### config.mk
export PLATFORM = sky130hd
export DESIGN_NAME = arbitro_mux3_flat
export DESIGN_NICKNAME = d
export VERILOG_FILES = /design/src/rtl/arbitro_mux3_if.sv /design/src/rtl/arbitro_mux3.sv /design/src/flat_wrapper.sv
export SDC_FILE = /design/constraint.sdc
export NUM_CORES = 1
export LEC_CHECK = 0
export ABC_AREA = 1
export CORE_MARGIN = 1
export CORE_UTILIZATION = 35
export CTS_BUF_LIST = sky130_fd_sc_hd__clkbuf_4
export DETAILED_ROUTE_END_ITERATION = 16
export GPL_TIMING_DRIVEN = 0
export SETUP_SLACK_MARGIN = 0.3
export SKIP_LAST_GASP = 1
export SLEW_MARGIN = 20
export SYNTH_ARGS = -nofsm -noshare
export SYNTH_HDL_FRONTEND = slang
export SYNTH_SLANG_ARGS = --single-unit
### constraint.sdc
create_clock -name Clock -period 1.7 [get_ports Clock]
set_input_delay 0.51 -clock Clock [delete_from_list [all_inputs] [get_ports Clock]]
set_output_delay 0.51 -clock Clock [all_outputs]
set_load 0.01 [all_outputs]
### src/rtl/arbitro_mux3_if.sv
// Purpose : request/grant bundle between the three MUX3_3 sources and arbitro_mux3.
// Latency : n/a (wires only).
// Backpr. : n/a; sources hold Req high until their Grant bit has been served.
//
// Signals:
//   Req      [2:0] level request per source (bit i = Entrada i)
//   Grant    [2:0] one-hot grant, 000 when idle
//   Controle [1:0] mux select (00/01/10), never 11
//   Valido         high while a grant is active
// Modports: master = requester side, slave = arbiter side.
interface arbitro_mux3_if;
  logic [2:0] Req;
  logic [2:0] Grant;
  logic [1:0] Controle;
  logic       Valido;

  modport master (
    output Req,
    input  Grant,
    input  Controle,
    input  Valido
  );

  modport slave (
    input  Req,
    output Grant,
    output Controle,
    output Valido
  );
endinterface

### src/rtl/arbitro_mux3.sv
// Purpose : round-robin arbiter driving the MUX3_3 select for three operand sources.
// Latency : one edge from Req to Grant/Controle/Valido; hand-over with no idle bubble.
// Backpr. : owner keeps the bus while Req is high (optionally capped by HOLD_MAX).
//
// Ports:
//   Clock   rising-edge clock
//   Resetn  asynchronous active-low reset
//   bus     arbitro_mux3_if.slave (Req in; Grant, Controle, Valido out, all registered)
// Parameter HOLD_MAX (1..15): consecutive-cycle cap for an owner while others wait.
// Build option: define ARBITRO_PREEMPCAO_EN to enable hold-time preemption;
// without it the owner keeps the grant until it drops Req and HOLD_MAX is unused.
module arbitro_mux3 #(
  parameter int HOLD_MAX = 4
) (
  input  logic           Clock,
  input  logic           Resetn,
  arbitro_mux3_if.slave  bus
);

  if (HOLD_MAX < 1 || HOLD_MAX > 15) begin : g_hold_max_invalido
    $error("arbitro_mux3: HOLD_MAX must be within 1..15");
  end

  typedef enum logic {
    IDLE    = 1'b0,
    OCUPADO = 1'b1
  } estado_t;

  estado_t    estado_q, estado_d;
  logic [1:0] ultimo_q, ultimo_d;
  logic [2:0] grant_q, grant_d;
  logic [1:0] controle_q, controle_d;
  logic       valido_q, valido_d;

  // Request vector padded to 4 bits so a 2-bit index is always in range.
  logic [3:0] req4;
  assign req4 = {1'b0, bus.Req};

  logic [1:0] cand1, cand2, escolhido;
  logic       achou;
  logic       dono_ativo;
  logic       outros;
  logic       preempcao;
  logic       novo_grant;

  function automatic logic [1:0] seguinte(input logic [1:0] idx);
    logic [1:0] r;
    case (idx)
      2'd0:    r = 2'd1;
      2'd1:    r = 2'd2;
      default: r = 2'd0;
    endcase
    return r;
  endfunction

  // Search order Ultimo+1, Ultimo+2, Ultimo (mod 3). The current owner is
  // always last, so a preemption or hand-over naturally lands on someone else.
  always_comb begin
    cand1     = seguinte(ultimo_q);
    cand2     = seguinte(cand1);
    achou     = 1'b1;
    escolhido = ultimo_q;
    if (req4[cand1]) begin
      escolhido = cand1;
    end else if (req4[cand2]) begin
      escolhido = cand2;
    end else if (req4[ultimo_q]) begin
      escolhido = ultimo_q;
    end else begin
      achou = 1'b0;
    end
  end

  // In OCUPADO, Ultimo is the owner's index.
  assign dono_ativo = req4[ultimo_q];
  assign outros     = |(req4 & ~(4'b0001 << ultimo_q));

`ifdef ARBITRO_PREEMPCAO_EN
  localparam logic [3:0] HOLD_LIM = 4'(HOLD_MAX - 1);

  logic [3:0] cnt_q, cnt_d;

  // ">=" rather than "==" so an owner already past the limit when a
  // competitor shows up is still handed off on the next edge.
  assign preempcao = (estado_q == OCUPADO) && dono_ativo && outros &&
                     (cnt_q >= HOLD_LIM);

  always_comb begin
    cnt_d = cnt_q;
    if (novo_grant || (estado_d == IDLE)) begin
      cnt_d = 4'd0;
    end else if (cnt_q != 4'hF) begin
      cnt_d = cnt_q + 4'd1;
    end
  end

  always_ff @(posedge Clock or negedge Resetn) begin
    if (!Resetn) begin
      cnt_q <= 4'd0;
    end else begin
      cnt_q <= cnt_d;
    end
  end
`else
  assign preempcao = 1'b0;
`endif

  always_comb begin
    estado_d   = estado_q;
    ultimo_d   = ultimo_q;
    grant_d    = grant_q;
    controle_d = controle_q;
    valido_d   = valido_q;
    novo_grant = 1'b0;

    case (estado_q)
      IDLE: begin
        if (achou) begin
          novo_grant = 1'b1;
        end
      end
      OCUPADO: begin
        if (!dono_ativo) begin
          if (outros) begin
            novo_grant = 1'b1;
          end else begin
            // Controle keeps the last owner's code while idle.
            estado_d = IDLE;
            grant_d  = 3'b000;
            valido_d = 1'b0;
          end
        end else if (preempcao) begin
          novo_grant = 1'b1;
        end
      end
      default: begin
        estado_d = IDLE;
        grant_d  = 3'b000;
        valido_d = 1'b0;
      end
    endcase

    if (novo_grant) begin
      estado_d   = OCUPADO;
      grant_d    = 3'b001 << escolhido;
      controle_d = escolhido;
      valido_d   = 1'b1;
      ultimo_d   = escolhido;
    end
  end

  always_ff @(posedge Clock or negedge Resetn) begin
    if (!Resetn) begin
      estado_q   <= IDLE;
      ultimo_q   <= 2'd2;
      grant_q    <= 3'b000;
      controle_q <= 2'b00;
      valido_q   <= 1'b0;
    end else begin
      estado_q   <= estado_d;
      ultimo_q   <= ultimo_d;
      grant_q    <= grant_d;
      controle_q <= controle_d;
      valido_q   <= valido_d;
    end
  end

  assign bus.Grant    = grant_q;
  assign bus.Controle = controle_q;
  assign bus.Valido   = valido_q;

endmodule
### src/flat_wrapper.sv
// flat-port wrapper written by rule: the top's interface ports become plain ports
module arbitro_mux3_flat 
#(
  parameter int HOLD_MAX = 4
)
  (Clock, Resetn, bus_Req, bus_Grant, bus_Controle, bus_Valido);
  arbitro_mux3_if bus_i ();
  input  logic Clock;
  input  logic Resetn;
  input wire logic [$bits(bus_i.Req)-1:0] bus_Req;
  output wire logic [$bits(bus_i.Grant)-1:0] bus_Grant;
  output wire logic [$bits(bus_i.Controle)-1:0] bus_Controle;
  output wire logic [$bits(bus_i.Valido)-1:0] bus_Valido;
  assign bus_i.Req = bus_Req;
  assign bus_Grant = bus_i.Grant;
  assign bus_Controle = bus_i.Controle;
  assign bus_Valido = bus_i.Valido;
  arbitro_mux3 #(.HOLD_MAX(HOLD_MAX)) u_core (.Clock(Clock), .Resetn(Resetn), .bus(bus_i));
endmodule
Yosys cells after proc, flatten, opt, wreduce, memory -nomap -nowiden. Index checks and enable logic that the tools add are counted.

Flip-flop bits (word level): 9. Output and inout port bits: 6. Logic and storage cells: 50. Input bits: 5.

Bitwise gates (word level): 3. Eq/ne operators: 4. Shift operators: 2. Magnitude comparators: 3. Reductions and logical operators: 5. Mux-type cells: 28.

Operator list (count): 1-bit two-way mux (16); 3-bit two-way mux (4); 2-bit by 3-bit less-than comparator with 1-bit output (second input constant) (3); 2-bit one-hot mux with 2 select lines (2); 1-bit binary-select mux with 2-bit select (3); 3-bit by 4-bit bitwise AND with 4-bit output (1); 2-bit by 1-bit == test with 1-bit output (second input constant) (2); 2-bit zero test (2); 2-bit two-way mux (2); 2-bit != test (second input constant) (2); 4-bit NOT (1); 4-bit OR reduction (1); 1-bit by 2-bit << shifter with 4-bit output (first input constant) (1); 3-bit AND reduction (1); 1-bit by 2-bit << shifter with 3-bit output (first input constant) (1); 1-bit one-hot mux with 2 select lines (1); 2-bit nonzero test (1); 1-bit NOT (1).

Depth between registers and ports, before layout.
Word-level depth: 12. Gate-level depth with buffers: 11. Gate-level depth less buffers: 10.

Least setup slack after synthesis. Ideal clock, no wire load.

Path type: register to register. From: reg u_core.ultimo_q[1]. To: reg u_core.controle_q[1], in the netlist u_core.bus.Controle[1]. Required time: 1.583 ns. Buffers on the path: 1. Arrival time: 1.210 ns. Cell stages (with the launch flop): 11. Setup slack: 0.373 ns. Path through: dfstp_2 > buf_6 > nor2_2 > nand2_2 > nand2_2 > nor2_4 > nand3_2 > nand2_4 > nand2_4 > nand2_2 > nand2_1.

Cells in the longest elaborated chain, start to end: 10.

Ends and longest elaborated chain: start, declared (line arbitro_mux3.sv:30) `logic [1:0] ultimo_q, ultimo_d;`; start signal, assigned (line arbitro_mux3.sv:161) `ultimo_q <= ultimo_d;`; 2-bit by 1-bit == test with 1-bit output / 2-bit zero test (equally long branches) (line arbitro_mux3.sv:48) `case (idx)`; 2-bit one-hot mux with 2 select lines (line arbitro_mux3.sv:48); 2-bit by 1-bit == test with 1-bit output / 2-bit zero test (equally long branches) (line arbitro_mux3.sv:48); 2-bit one-hot mux with 2 select lines (line arbitro_mux3.sv:48); 1-bit binary-select mux with 2-bit select (line arbitro_mux3.sv:65) `end else if (req4[cand2]) begin`; 1-bit two-way mux (not written as such) (line arbitro_mux3.sv:65); 1-bit two-way mux (line arbitro_mux3.sv:65); 1-bit two-way mux (line arbitro_mux3.sv:63) `if (req4[cand1]) begin`; 1-bit two-way mux (line arbitro_mux3.sv:118) `if (achou) begin`; 1-bit one-hot mux with 2 select lines (line arbitro_mux3.sv:116) `case (estado_q)`; end signal, assigned (line arbitro_mux3.sv:163) `controle_q <= controle_d;`; end, declared (line arbitro_mux3.sv:32) `logic [1:0] controle_q, controle_d;`.

Several ways; a longest one is shown, not always the timed one. The select of a mux whose other input is x is not followed. A chain may end at the register's enable or synchronous reset.

Worst setup path after layout.
From: reg u_core.ultimo_q[1]. To: reg u_core.grant_q[1], in the netlist u_core.bus.Grant[1].

Cells in the longest elaborated chain, start to end: 12.

Ends and longest elaborated chain: 2-bit by 1-bit == test with 1-bit output / 2-bit zero test (equally long branches) (line arbitro_mux3.sv:48); 2-bit one-hot mux with 2 select lines (line arbitro_mux3.sv:48); 2-bit by 1-bit == test with 1-bit output / 2-bit zero test (equally long branches) (line arbitro_mux3.sv:48); 2-bit one-hot mux with 2 select lines (line arbitro_mux3.sv:48); 1-bit binary-select mux with 2-bit select (line arbitro_mux3.sv:65); 1-bit two-way mux (not written as such) (line arbitro_mux3.sv:65); 1-bit two-way mux (line arbitro_mux3.sv:65); 1-bit two-way mux (line arbitro_mux3.sv:63); 1-bit two-way mux (line arbitro_mux3.sv:118); 1-bit one-hot mux with 2 select lines (line arbitro_mux3.sv:116); 2-bit != test (no source line) / 2-bit nonzero test (equally long branches); 3-bit AND reduction (no source line); end signal, assigned (line arbitro_mux3.sv:162) `grant_q <= grant_d;`; end, declared (line arbitro_mux3.sv:31) `logic [2:0] grant_q, grant_d;`.

Several ways; a longest one is shown, not always the timed one. The select of a mux whose other input is x is not followed.

==> flow_metrics.py <==
metrics = {
    "status": {
        "run_status": "finished clean",
    },
    "pwr": {
        "p_leak_nw": 0.395,
        "cell_internal_pwr_mw": 0.762,
        "power.density_cell_area_mw_per_mm2": 1910,
        "switching_share": 0.459,
        "irDropWorstVdd_uv": 735,
        "power_frac_seq": 0.232,
        "netSwitchingPower_mw": 0.648,
        "p_clk_frac": 0.124,
        "combPwrFrac": 0.644,
    },
    "place": {
        "hpwl_um": 826,
        "finalWeightedCongestion": 0.833,
        "preCtsSetupSlack_ns": -0.159,
        "port_buffers": 10,
        "dpl-instance-area_um2": 664,
    },
    "detailed_routing": {
        "wire_per_inst_um": 11.1,
        "per_cell_via_count_in_the_routed_design": 4.93,
        "drt_wl_total_um": 1220,
        "drt_first_iter_violations": 21,
        "drc": 0,
        "dr_total_vias": 542,
        "detail-route-antenna-nets": 0,
        "dr.pass1.iters": 4,
    },
    "logic_synthesis": {
        "synth_xor_xnor_area_share": 0,
        "synth_simple_gate_area_share": 0.500,
        "synth_area_per_cell_um2": 7.27,
        "synth_cell_types": 19,
        "postSynthRegisterBits": 8,
        "synth.yosys.warnings": 0,
        "synthesis.nets": 80,
        "post_synthesis_adder_cell_area_fraction": 0,
        "syn_area_um2": 546,
        "synth-compound-area-share": 0.0413,
        "synth.area.mux_share": 0,
        "syn_inst": 75,
        "synth_edf_count": 0,
        "largest_family_of_logic_cells_by_synthesized_area": "simple AND/OR/NAND/NOR gates",
        "async_reset_ff_frac": 1.00,
        "synthFlopType": "dfrtp_1",
        "register_area_share_after_synthesis": 0.369,
    },
    "timing": {
        "rsz0062_at_grt": "yes",
        "timing.final.ws_setup_ns": 0.261,
        "worst_slew_slack_as_a_fraction_of_its_limit": 0.755,
        "final_critical_path_share_of_the_clock_period": 0.847,
        "final_period_minus_worst_setup_slack_ns": 1.44,
        "clock.fmax_ghz": 0.695,
        "tightest_slew_ns": 0.367,
        "timing.final.setup_violations": 0,
        "fin_worst_skew_ns": 0.00174,
        "final_hold_viol_count": 0,
        "finalMaxSlewViolations": 0,
    },
    "job": {
        "maxCapViolations": 0,
    },
    "cells_and_area": {
        "area_delta_synth_final_pct": 35.3,
        "design.final.nets": 101,
        "antennaDiodeCount": 0,
        "share_of_layout_cells_above_drive_strength_1": 0.421,
        "num-fill-cells": 139,
        "final_area_um2": 738,
    },
    "worst_setup_path": {
        "path_max_fanout": 5,
        "required_time_of_the_critical_path_ns": 1.85,
        "critical_path_class": "flop to flop",
        "cp-end-kind": "flop",
        "timing.critical_path.arrival_ns": 1.59,
        "number_of_cells_traversed_by_the_worst_register_to_register_path": 10,
        "timing.critical_path.from_type": "flop",
    },
    "clocking": {
        "clkSinkCount": 8,
        "ctsLongestPathBuffers": 2,
        "hold_buffers": 0,
        "root_buffer": "clkbuf_4",
        "clk-insertion-delay-late_ns": 0.26,
        "numCtsBuffers": 3,
        "ctsHtreeMaxLevel": 1,
        "tritoncts": "built",
        "clk_transition_reported_paths_ns": 0.06,
    },
    "global_route": {
        "first_global_vias": 484,
        "grt_first_pass_wirelength_um": 2050,
        "grt_antenna_before_repair": 0,
        "gr-total-overflow": 0,
        "grt_usage": 0.155,
        "grt_start_max_net_pins": 9,
    },
    "floorplanning": {
        "io_pins": 11,
        "core_mm2": 0.00138,
        "initial_core_util": 0.395,
        "die_h_um": 41.5,
        "chipWidth_um": 41.5,
        "std_cell_rows": 13,
        "design.die.area_mm2": 0.00172,
    },
    "hold_path": {
        "worst_hold_path_type": "flop to flop",
        "whs_path_depth": 2,
    },
}
metal layers:
metal  GRT usage  share of wire
met1       0.207           0.46
met2       0.231           0.46
met3      0.0652          0.078
met4      0.0387              0
met5           0              0
synthesized netlist by cell type, types with 2 or more instances:
| cell | n | area, um^2 |
|---|---|---|
| nand3_1 | 11 | 55.1 |
| nand2_1 | 24 | 90.1 |
| nand3_2 | 3 | 30.0 |
| dfrtp_1 | 7 | 175 |
| nor2_2 | 2 | 12.5 |
| nand2_2 | 4 | 25.0 |
| o21ai_0 | 2 | 10.0 |
| nor2_1 | 4 | 15.0 |
| inv_2 | 3 | 11.3 |
| nand2_4 | 2 | 22.5 |
| inv_1 | 5 | 18.8 |
power by group through the flow:
stage	clock, mW	combinational [mW]	sequential [mW]
6_report	0.174	0.907	0.328
5_1_grt	0.195	1.00	0.335
4_1_cts	0.183	0.866	0.326
3_5_place_dp	0	0.774	0.348
3_3_place_gp	0	0.774	0.342
2_1_floorplan	0	0.540	0.358
logic make-up after synthesis:
kind of cell | after synthesis
buf+inv | 10
simple gates | 53
flops | 8
compound gates | 4
path summary, 6_finish.rpt:
| check | start | slack (ns) | endpoint |
|---|---|---|---|
| min | u_core.bus.Grant[0] | 0.51 | u_core.bus.Grant[0] |
| min in group asynchronous | Resetn | 0.53 | u_core.bus.Controle[1] |
| max | u_core.ultimo_q[1] | 0.26 | u_core.bus.Grant[1] |
| min reg2reg | u_core.bus.Grant[0] | 0.51 | u_core.bus.Grant[0] |
| max reg2reg | u_core.ultimo_q[1] | 0.26 | u_core.bus.Grant[1] |
| max in group asynchronous | Resetn | 0.86 | u_core.ultimo_q[1] |
worst max-delay path: stages (launching register included):
cell and delay, ns:
dfstp_2 0.52, buf_6 0.11, nor2_4 0.05, nand2_2 0.07
nand2_2 0.07, nor2_4 0.13, nand3_4 0.09, nand2_4 0.10
nand2_4 0.07, nand2_1 0.06, nand2_1 0.05
through the flow:
step                total power [mW]  instances  hold slack [ns]  utilization  TNS, ns
global placement                1.12        100            0.485        0.481   -0.952
CTS                             1.38        108            0.512        0.530        0
floorplan                      0.898         75            0.214            -        0
finish                          1.41        110            0.509        0.534        0
detailed placement              1.12        100            0.494        0.481   -0.970
global route                    1.53        110            0.533        0.534        0
sequential cells by signal (all words and copies together) (netlist names):
signal / flops
u_core.bus.Valido: 1
u_core.bus.Controle: 1
u_core.estado_q: 1
u_core.ultimo_q: 2
u_core.bus.Grant: 3
timing repair:
action	4_1_cts	5_1_grt
gates cloned	1	0
pin swaps	5	5
resized for setup	23	10
setup buffers	3	2
setup endpoints to repair	14	14
cells in the final DEF, fill, tap and decap left out, types with 2 or more instances in the layout:
master         instances
nand2_1               21
nand3_1               11
nand2_2                8
dfrtp_1                6
clkbuf_2               5
buf_4                  5
inv_1                  4
nor2_1                 4
inv_2                  4
clkbuf_4               4
buf_6                  3
dlygate4sd2_1          3
nor2_4                 2
nand3_2                2
nand2_4                2
cell type report:
type,instances,area (um^2),share of cell area
buffer,2,22.5,0.0305
clock buffer,4,30.0,0.0407
inverter,8,30.0,0.0407
multi-input combinational,58,324,0.439
sequential,8,203,0.275
tap,15,18.8,0.0254
timing repair buffer,15,110,0.149
No activity file was read; power rests on OpenSTA's default activity.
